--- config.mk ---
export PLATFORM = sky130hd
export DESIGN_NAME = imem_loader_flat
export DESIGN_NICKNAME = d
export VERILOG_FILES = /design/src/rtl/imem_loader_if.sv /design/src/rtl/imem_loader.sv /design/src/flat_wrapper.sv
export SDC_FILE = /design/constraint.sdc
export NUM_CORES = 1
export LEC_CHECK = 0
export ABC_AREA = 1
export BUFFER_PORTS_ARGS = -buffer_cell sky130_fd_sc_hd__buf_2
export CELL_PAD_IN_SITES_DETAIL_PLACEMENT = 2
export CELL_PAD_IN_SITES_GLOBAL_PLACEMENT = 2
export CORE_ASPECT_RATIO = 2
export CORE_MARGIN = 4
export CORE_UTILIZATION = 35
export CTS_CLUSTER_SIZE = 16
export DETAILED_ROUTE_END_ITERATION = 8
export GPL_TIMING_DRIVEN = 1
export PLACE_DENSITY_LB_ADDON = 0.12
export REMOVE_ABC_BUFFERS = 1
export SLEW_MARGIN = 40
export SYNTH_ARGS = -nofsm -noshare
export SYNTH_HDL_FRONTEND = slang
export SYNTH_SLANG_ARGS = --single-unit
--- constraint.sdc ---
create_clock -name clk -period 6.99 [get_ports clk]
set_clock_uncertainty 0.15 [all_clocks]
set_input_delay 0.3495 -clock clk [delete_from_list [all_inputs] [get_ports clk]]
set_output_delay 0.3495 -clock clk [all_outputs]
set_load 0.1 [all_outputs]
--- src/rtl/imem_loader_if.sv ---
// imem_loader_if
//   Groups the two buses of the instruction-memory loader:
//     - byte stream from the host link: byte_valid, byte_data (in), byte_ready (out)
//     - IMEM write port: mem_we, mem_addr, mem_wdata (out)
//   master : the loader side (consumes bytes, drives the IMEM write port)
//   slave  : the environment side (host byte source and IMEM)
interface imem_loader_if;
    logic        byte_valid;
    logic [7:0]  byte_data;
    logic        byte_ready;
    logic        mem_we;
    logic [31:0] mem_addr;
    logic [31:0] mem_wdata;

    modport master (
        input  byte_valid,
        input  byte_data,
        output byte_ready,
        output mem_we,
        output mem_addr,
        output mem_wdata
    );

    modport slave (
        output byte_valid,
        output byte_data,
        input  byte_ready,
        input  mem_we,
        input  mem_addr,
        input  mem_wdata
    );
endinterface

--- src/rtl/imem_loader.sv ---
// imem_loader
//   Writer side of the instruction memory. Receives a byte stream holding a 16-bit
//   little-endian word count followed by little-endian 32-bit instruction words, writes
//   the words to IMEM from byte address 0 upward, then fills every remaining word up to
//   DEPTH-1 with HALT_INSTR so a fetch past the end of the program reads HALT.
//   Ports:
//     clk, rst      clock (rising edge), asynchronous active-high reset
//     start         1-cycle pulse, begins a load when not busy
//     abort         level, cancels a load in progress (back to IDLE)
//     bus           byte stream in + IMEM write port out (imem_loader_if.master)
//     busy          load in progress
//     done / error  load completed / word count exceeded DEPTH; held until next start
//     word_count    program words written so far (fill writes excluded)
//   All outputs come straight from registers. DEPTH must be at least 2.
module imem_loader #(
    parameter int          DEPTH      = 128,
    parameter logic [31:0] HALT_INSTR = 32'h0000_0063
) (
    input  logic                 clk,
    input  logic                 rst,
    input  logic                 start,
    input  logic                 abort,
    imem_loader_if.master        bus,
    output logic                 busy,
    output logic                 done,
    output logic                 error,
    output logic [15:0]          word_count
);
    localparam int                IDX_W     = $clog2(DEPTH);
    localparam logic [15:0]       DEPTH_LEN = 16'(DEPTH);
    localparam logic [IDX_W-1:0]  LAST_IDX  = IDX_W'(DEPTH - 1);
    localparam logic [IDX_W-1:0]  IDX_ONE   = IDX_W'(1);

    typedef enum logic [2:0] {
        IDLE, LEN_LO, LEN_HI, DATA, WRITE, PAD, DONE, ERR
    } state_t;

    state_t            state_reg, state_next;
    logic [15:0]       len_reg, len_next;
    logic [IDX_W-1:0]  idx_reg, idx_next;
    logic [1:0]        bytecnt_reg, bytecnt_next;
    logic [31:0]       shift_reg, shift_next;
    logic [15:0]       count_reg, count_next;
    logic              byte_ready_reg, byte_ready_next;
    logic              mem_we_reg, mem_we_next;
    logic [31:0]       mem_addr_reg, mem_addr_next;
    logic [31:0]       mem_wdata_reg, mem_wdata_next;
    logic              busy_reg, busy_next;
    logic              done_reg, done_next;
    logic              error_reg, error_next;

    logic              xfer;
    logic [IDX_W-1:0]  idx_plus1;
    logic [15:0]       idx_plus1_len;
    logic [15:0]       len_full;

    // Byte address of a word index; upper address bits are structurally zero.
    function automatic logic [31:0] word_addr(input logic [IDX_W-1:0] i);
        return {{(30 - IDX_W){1'b0}}, i, 2'b00};
    endfunction

    always_ff @(posedge clk or posedge rst) begin
        if (rst) begin
            state_reg      <= IDLE;
            len_reg        <= '0;
            idx_reg        <= '0;
            bytecnt_reg    <= '0;
            shift_reg      <= '0;
            count_reg      <= '0;
            byte_ready_reg <= 1'b0;
            mem_we_reg     <= 1'b0;
            mem_addr_reg   <= '0;
            mem_wdata_reg  <= '0;
            busy_reg       <= 1'b0;
            done_reg       <= 1'b0;
            error_reg      <= 1'b0;
        end else begin
            state_reg      <= state_next;
            len_reg        <= len_next;
            idx_reg        <= idx_next;
            bytecnt_reg    <= bytecnt_next;
            shift_reg      <= shift_next;
            count_reg      <= count_next;
            byte_ready_reg <= byte_ready_next;
            mem_we_reg     <= mem_we_next;
            mem_addr_reg   <= mem_addr_next;
            mem_wdata_reg  <= mem_wdata_next;
            busy_reg       <= busy_next;
            done_reg       <= done_next;
            error_reg      <= error_next;
        end
    end

    // Next-state logic. The output registers are loaded with the values belonging to
    // state_next, so e.g. the write strobe is high during the whole WRITE/PAD cycle and
    // the write presented in that cycle always completes even if abort arrives.
    always_comb begin
        state_next     = state_reg;
        len_next       = len_reg;
        idx_next       = idx_reg;
        bytecnt_next   = bytecnt_reg;
        shift_next     = shift_reg;
        count_next     = count_reg;
        mem_we_next    = 1'b0;
        mem_addr_next  = mem_addr_reg;
        mem_wdata_next = mem_wdata_reg;

        xfer          = bus.byte_valid && byte_ready_reg;
        idx_plus1     = idx_reg + IDX_ONE;
        idx_plus1_len = 16'(idx_reg) + 16'd1;
        len_full      = {bus.byte_data, len_reg[7:0]};

        case (state_reg)
            IDLE, DONE, ERR: begin
                if (start && !abort) begin
                    state_next = LEN_LO;
                    count_next = '0;
                end
            end
            LEN_LO: begin
                if (abort) begin
                    state_next = IDLE;
                end else if (xfer) begin
                    len_next[7:0] = bus.byte_data;
                    state_next    = LEN_HI;
                end
            end
            LEN_HI: begin
                if (abort) begin
                    state_next = IDLE;
                end else if (xfer) begin
                    len_next     = len_full;
                    idx_next     = '0;
                    bytecnt_next = '0;
                    if (len_full > DEPTH_LEN) begin
                        state_next = ERR;
                    end else if (len_full == 16'd0) begin
                        state_next     = PAD;
                        mem_we_next    = 1'b1;
                        mem_addr_next  = word_addr('0);
                        mem_wdata_next = HALT_INSTR;
                    end else begin
                        state_next = DATA;
                    end
                end
            end
            DATA: begin
                if (abort) begin
                    state_next = IDLE;
                end else if (xfer) begin
                    // Little-endian assembly: after four shifts the first byte is in [7:0].
                    shift_next   = {bus.byte_data, shift_reg[31:8]};
                    bytecnt_next = bytecnt_reg + 2'd1;
                    if (bytecnt_reg == 2'd3) begin
                        state_next     = WRITE;
                        mem_we_next    = 1'b1;
                        mem_addr_next  = word_addr(idx_reg);
                        mem_wdata_next = shift_next;
                    end
                end
            end
            WRITE: begin
                count_next = count_reg + 16'd1;
                if (abort) begin
                    state_next = IDLE;
                end else if (idx_plus1_len == len_reg) begin
                    if (len_reg < DEPTH_LEN) begin
                        state_next     = PAD;
                        idx_next       = idx_plus1;
                        mem_we_next    = 1'b1;
                        mem_addr_next  = word_addr(idx_plus1);
                        mem_wdata_next = HALT_INSTR;
                    end else begin
                        state_next = DONE;
                    end
                end else begin
                    state_next = DATA;
                    idx_next   = idx_plus1;
                end
            end
            PAD: begin
                if (abort) begin
                    state_next = IDLE;
                end else if (idx_reg == LAST_IDX) begin
                    // Index stays at DEPTH-1 rather than wrapping.
                    state_next = DONE;
                end else begin
                    idx_next       = idx_plus1;
                    mem_we_next    = 1'b1;
                    mem_addr_next  = word_addr(idx_plus1);
                    mem_wdata_next = HALT_INSTR;
                end
            end
            default: state_next = IDLE;
        endcase

        byte_ready_next = (state_next == LEN_LO) || (state_next == LEN_HI) ||
                          (state_next == DATA);
        busy_next       = byte_ready_next || (state_next == WRITE) || (state_next == PAD);
        done_next       = (state_next == DONE);
        error_next      = (state_next == ERR);
    end

    assign bus.byte_ready = byte_ready_reg;
    assign bus.mem_we     = mem_we_reg;
    assign bus.mem_addr   = mem_addr_reg;
    assign bus.mem_wdata  = mem_wdata_reg;
    assign busy           = busy_reg;
    assign done           = done_reg;
    assign error          = error_reg;
    assign word_count     = count_reg;
endmodule

--- src/flat_wrapper.sv ---
// flat-port wrapper written by rule: the top's interface ports become plain ports
module imem_loader_flat 
#(
    parameter int          DEPTH      = 128,
    parameter logic [31:0] HALT_INSTR = 32'h0000_0063
)
  (clk, rst, start, abort, busy, done, error, word_count, bus_byte_valid, bus_byte_data, bus_byte_ready, bus_mem_we, bus_mem_addr, bus_mem_wdata);
  imem_loader_if bus_i ();
  input  logic clk;
  input  logic rst;
  input  logic start;
  input  logic abort;
  output logic busy;
  output logic done;
  output logic error;
  output logic [15:0] word_count;
  input wire logic [$bits(bus_i.byte_valid)-1:0] bus_byte_valid;
  input wire logic [$bits(bus_i.byte_data)-1:0] bus_byte_data;
  output wire logic [$bits(bus_i.byte_ready)-1:0] bus_byte_ready;
  output wire logic [$bits(bus_i.mem_we)-1:0] bus_mem_we;
  output wire logic [$bits(bus_i.mem_addr)-1:0] bus_mem_addr;
  output wire logic [$bits(bus_i.mem_wdata)-1:0] bus_mem_wdata;
  assign bus_i.byte_valid = bus_byte_valid;
  assign bus_i.byte_data = bus_byte_data;
  assign bus_byte_ready = bus_i.byte_ready;
  assign bus_mem_we = bus_i.mem_we;
  assign bus_mem_addr = bus_i.mem_addr;
  assign bus_mem_wdata = bus_i.mem_wdata;
  imem_loader #(.DEPTH(DEPTH), .HALT_INSTR(HALT_INSTR)) u_core (.clk(clk), .rst(rst), .start(start), .abort(abort), .bus(bus_i), .busy(busy), .done(done), .error(error), .word_count(word_count));
endmodule
==> flow_metrics.tcl <==
set metrics [dict create \
    status "completed" \
    cts-root-buf "clkbuf_16" \
    drtAntennaViolNets 0 \
    largest_reg_flops 32 \
    yosysSeqAreaShare_pct 51.58 \
    ir_drop_uv 138.4 \
    yosysTopAreaCellShare_pct 51.58 \
    ff2ff_path_depth 10 \
    grt_pass1_wl_um 26340 \
    crit_chain "inv_2 > nand2_1 > nor2_2 > clkinv_1 > nor2_1 > nand3_1 > nand3_1 > inv_1 > nand2_1 > nand2_1" \
    slew_headroom_pct 52.14 \
    core_area_um2 15290 \
    cp-end-kind "flop" \
    critPathBufInv 3 \
    crit_end "u_core.busy" \
    syn_inst 647 \
    ys_warn_count 0 \
    p_sw_mw 1.116 \
    path_depth 10 \
    drv_cap 0 \
    fin_tns_setup_ps 0 \
    postLayoutCellArea_um2 6207 \
    crit_arrival_ps 3270 \
    postSynthAreaPerCell_um2 8.399 \
    grt_max_degree 81 \
    startpoint_type "flop" \
    setup_ws_ps 3780 \
    cts_buffers 9 \
    synth_area_leaders "dfrtp_1 (52%), nand2_1 (13%), o21ai_0 (5.8%)" \
    hold_class "primary input to flop" \
    drt-initial-drc-count 119 \
    ys.flop_type "dfrtp_1" \
    placed_area_um2 5889 \
    pwr_density_cell_nw_per_um2 372.5 \
    synthesis.area_um2 5434 \
    cp-startpoint "u_core.state_reg[1]" \
    crit_family "simple AND/OR/NAND/NOR gates" \
    hold_viol 0 \
    route.detailed.drc 0 \
    hpwl_um 11880 \
    boundaryPins 98 \
    cts_setup_buffers 0 \
    antenna_found_initial 0 \
    routed_wl_um 16000 \
    cts_resized 0 \
    seqPwrFrac_pct 37.5 \
    vias 4517 \
    gp_congestion 0.8225 \
    async_flop_share_pct 100.0 \
    std_cell_rows 64 \
    setup_violations 0 \
    fin_crit_sh_pct 45.92 \
    rsz0062_at_grt "false" \
    crit_slowest_cell "nor2_2" \
    start_util_pct 35.53 \
    path_class "flop to flop" \
    firstDrtPassIters 4 \
    max_freq_mhz 311.5 \
    fin_nets 731 \
    whs_ps 92.88 \
    yosysTopAreaCell "dfrtp_1" \
    finalMaxSlewViolations 0 \
    synthDistinctLibCells 35 \
    portBuffers 72 \
    fin_crit_ps 3210 \
    r2r_setup_slack_ps 3780 \
    drive_gt1_share_pct 17.78 \
    diodes 0 \
    p_clk_share_pct 22.6 \
    place_ws_ps 3481 \
    cts_sinks 112 \
    worst_ep_required_time_ps 7050 \
    synth_edf_count 0 \
    die_area_um2 17700 \
    die_x_um 96.11 \
    cts_tree "yes" \
    clk_latency_ps 360 \
    wl_per_cell_um 17.43 \
    syn_to_final_growth_pct 14.23 \
    grt_pass1_vias 5129 \
    vias_per_cell 4.920 \
    grt_overflow 0 \
    die_height_um 184.2 \
    clk_pin_slew_ps 80 \
    crit_path_max_fanout 15 \
    fin_util_pct 40.58 \
    htreeDepth 3 \
    internal_power_mw 1.197 \
    comb_power_share_pct 39.9 \
    clk_path_buf_depth 2 \
    tightest_slew_ps 717.1 \
    cpPeakStageDelay_ps 690 \
    synth_seq_cells 112 \
    r2r_start "u_core.state_reg[1]" \
    r2r_end "u_core.busy" \
    p_sw_share_pct 48.25 \
    grt_usage_pct 19.44 \
    worst_path_most_repeated_cell "nand2_1" \
    leakage_nw 3.121 \
]
==> placed cells by master, fill, tap and decap left out, drive strengths merged, types with 7 or more instances in the layout <==
| cell | Yosys | layout |
|---|---|---|
| a21oi | 10 | 10 |
| buf | 32 | 74 |
| clkbuf | 11 | 10 |
| conb | 1 | 25 |
| dfrtp | 112 | 112 |
| inv | 77 | 81 |
| nand2 | 189 | 189 |
| nand3 | 26 | 26 |
| nand4 | 13 | 13 |
| nor2 | 50 | 50 |
| o21ai | 74 | 74 |
| o22ai | 7 | 7 |
| o31ai | 24 | 24 |
==> final cells by class <==
class                   instances  area (µm²)
clock buffers                   9       225.2
repair buffers                 76       399.1
multi-input cells             437        2162
clock inverters                 7       71.32
flip-flops and latches        112        2803
inverters                      79       299.0
fillers                      1812        9087
well taps                     198       247.7
==> cell families (layout without fill, tap and decap cells) <==
| kind of cell | after synthesis | count (layout) | share of synthesized area, % |
|---|---|---|---|
| fa+ha+maj | 3 | 3 | 0.6908 |
| flops | 112 | 112 | 51.58 |
| mux | 2 | 2 | 0.3684 |
| compound gates | 119 | 119 | 14.25 |
| buf+inv | 122 | 171 | 10.55 |
| other cells | 1 | 25 | 0.06901 |
| simple gates | 286 | 286 | 22.17 |
| xor+xnor | 2 | 2 | 0.3224 |
==> routing by layer <==
metal	wire length, µm	vias to the layer above	GRT usage, %	part of all wire, %
li1	-	2170	-	-
met1	5778	2259	20.58	36
met2	9395	67	37.64	59
met3	414	21	2.288	2.6
met4	410	0	7.184	2.6
met5	0	-	0	0
==> what timing repair did <==
| item | 4_1_cts | 5_1_grt |
|---|---|---|
| setup endpoints to repair | 0 | 0 |
| hold endpoints to repair | 32 | 0 |
| hold buffers | 1 | 0 |
==> power by group through the flow <==
stage / Combinational, mW / Sequential [mW] / Clock (mW)
global placement: 0.906 / 0.873 / 0
finish: 0.923 / 0.868 / 0.522
global route: 0.998 / 0.885 / 0.566
CTS: 0.936 / 0.871 / 0.538
floorplan: 0.367 / 1.22 / 0
detailed placement: 0.931 / 0.882 / 0
==> worst min path at each step <==
| stage | depth (start not counted) | from | slack (ps) | endpoint |
|---|---|---|---|---|
| after global placement | 2 | rst | 240 | u_core.word_count[5] |
| after global routing | 3 | bus_byte_data[0] | 120 | u_core.shift_reg[24] |
| final | 3 | bus_byte_data[2] | 90 | u_core.shift_reg[26] |
| after detailed placement | 2 | rst | 250 | u_core.word_count[5] |
| after floorplan | 1 | u_core.bytecnt_reg[0] | 300 | u_core.bytecnt_reg[0] |
| after CTS | 3 | bus_byte_data[2] | 90 | u_core.shift_reg[26] |
==> tightest hold or removal path, cell delays in order <==
cell     delay [ps]
buf_2           110
nand2_1          50
o21ai_0          60
==> through the flow <==
stage               std cells  power (mW)
floorplan                 628       1.589
global placement          901       1.779
detailed placement        901       1.813
CTS                       918       2.345
global route              918       2.449
finish                    918       2.312
==> Yosys cell counts (2+ instances only) <==
cell / instances
xor2_1: 2
nor2_2: 3
clkinv_1: 2
nor3_1: 3
clkbuf_1: 11
nand3_1: 25
o21ai_1: 10
nand4_1: 13
ha_1: 3
nor2_1: 45
nor2_4: 2
inv_1: 74
o31ai_1: 5
o22ai_1: 7
a21oi_1: 10
buf_6: 2
o31ai_2: 19
o21ai_0: 63
buf_2: 5
buf_4: 25
nand3b_1: 4
mux2i_1: 2
inv_2: 3
dfrtp_1: 112
nand2_2: 4
nand2_1: 184
No activity file was read; power rests on OpenSTA's default activity.
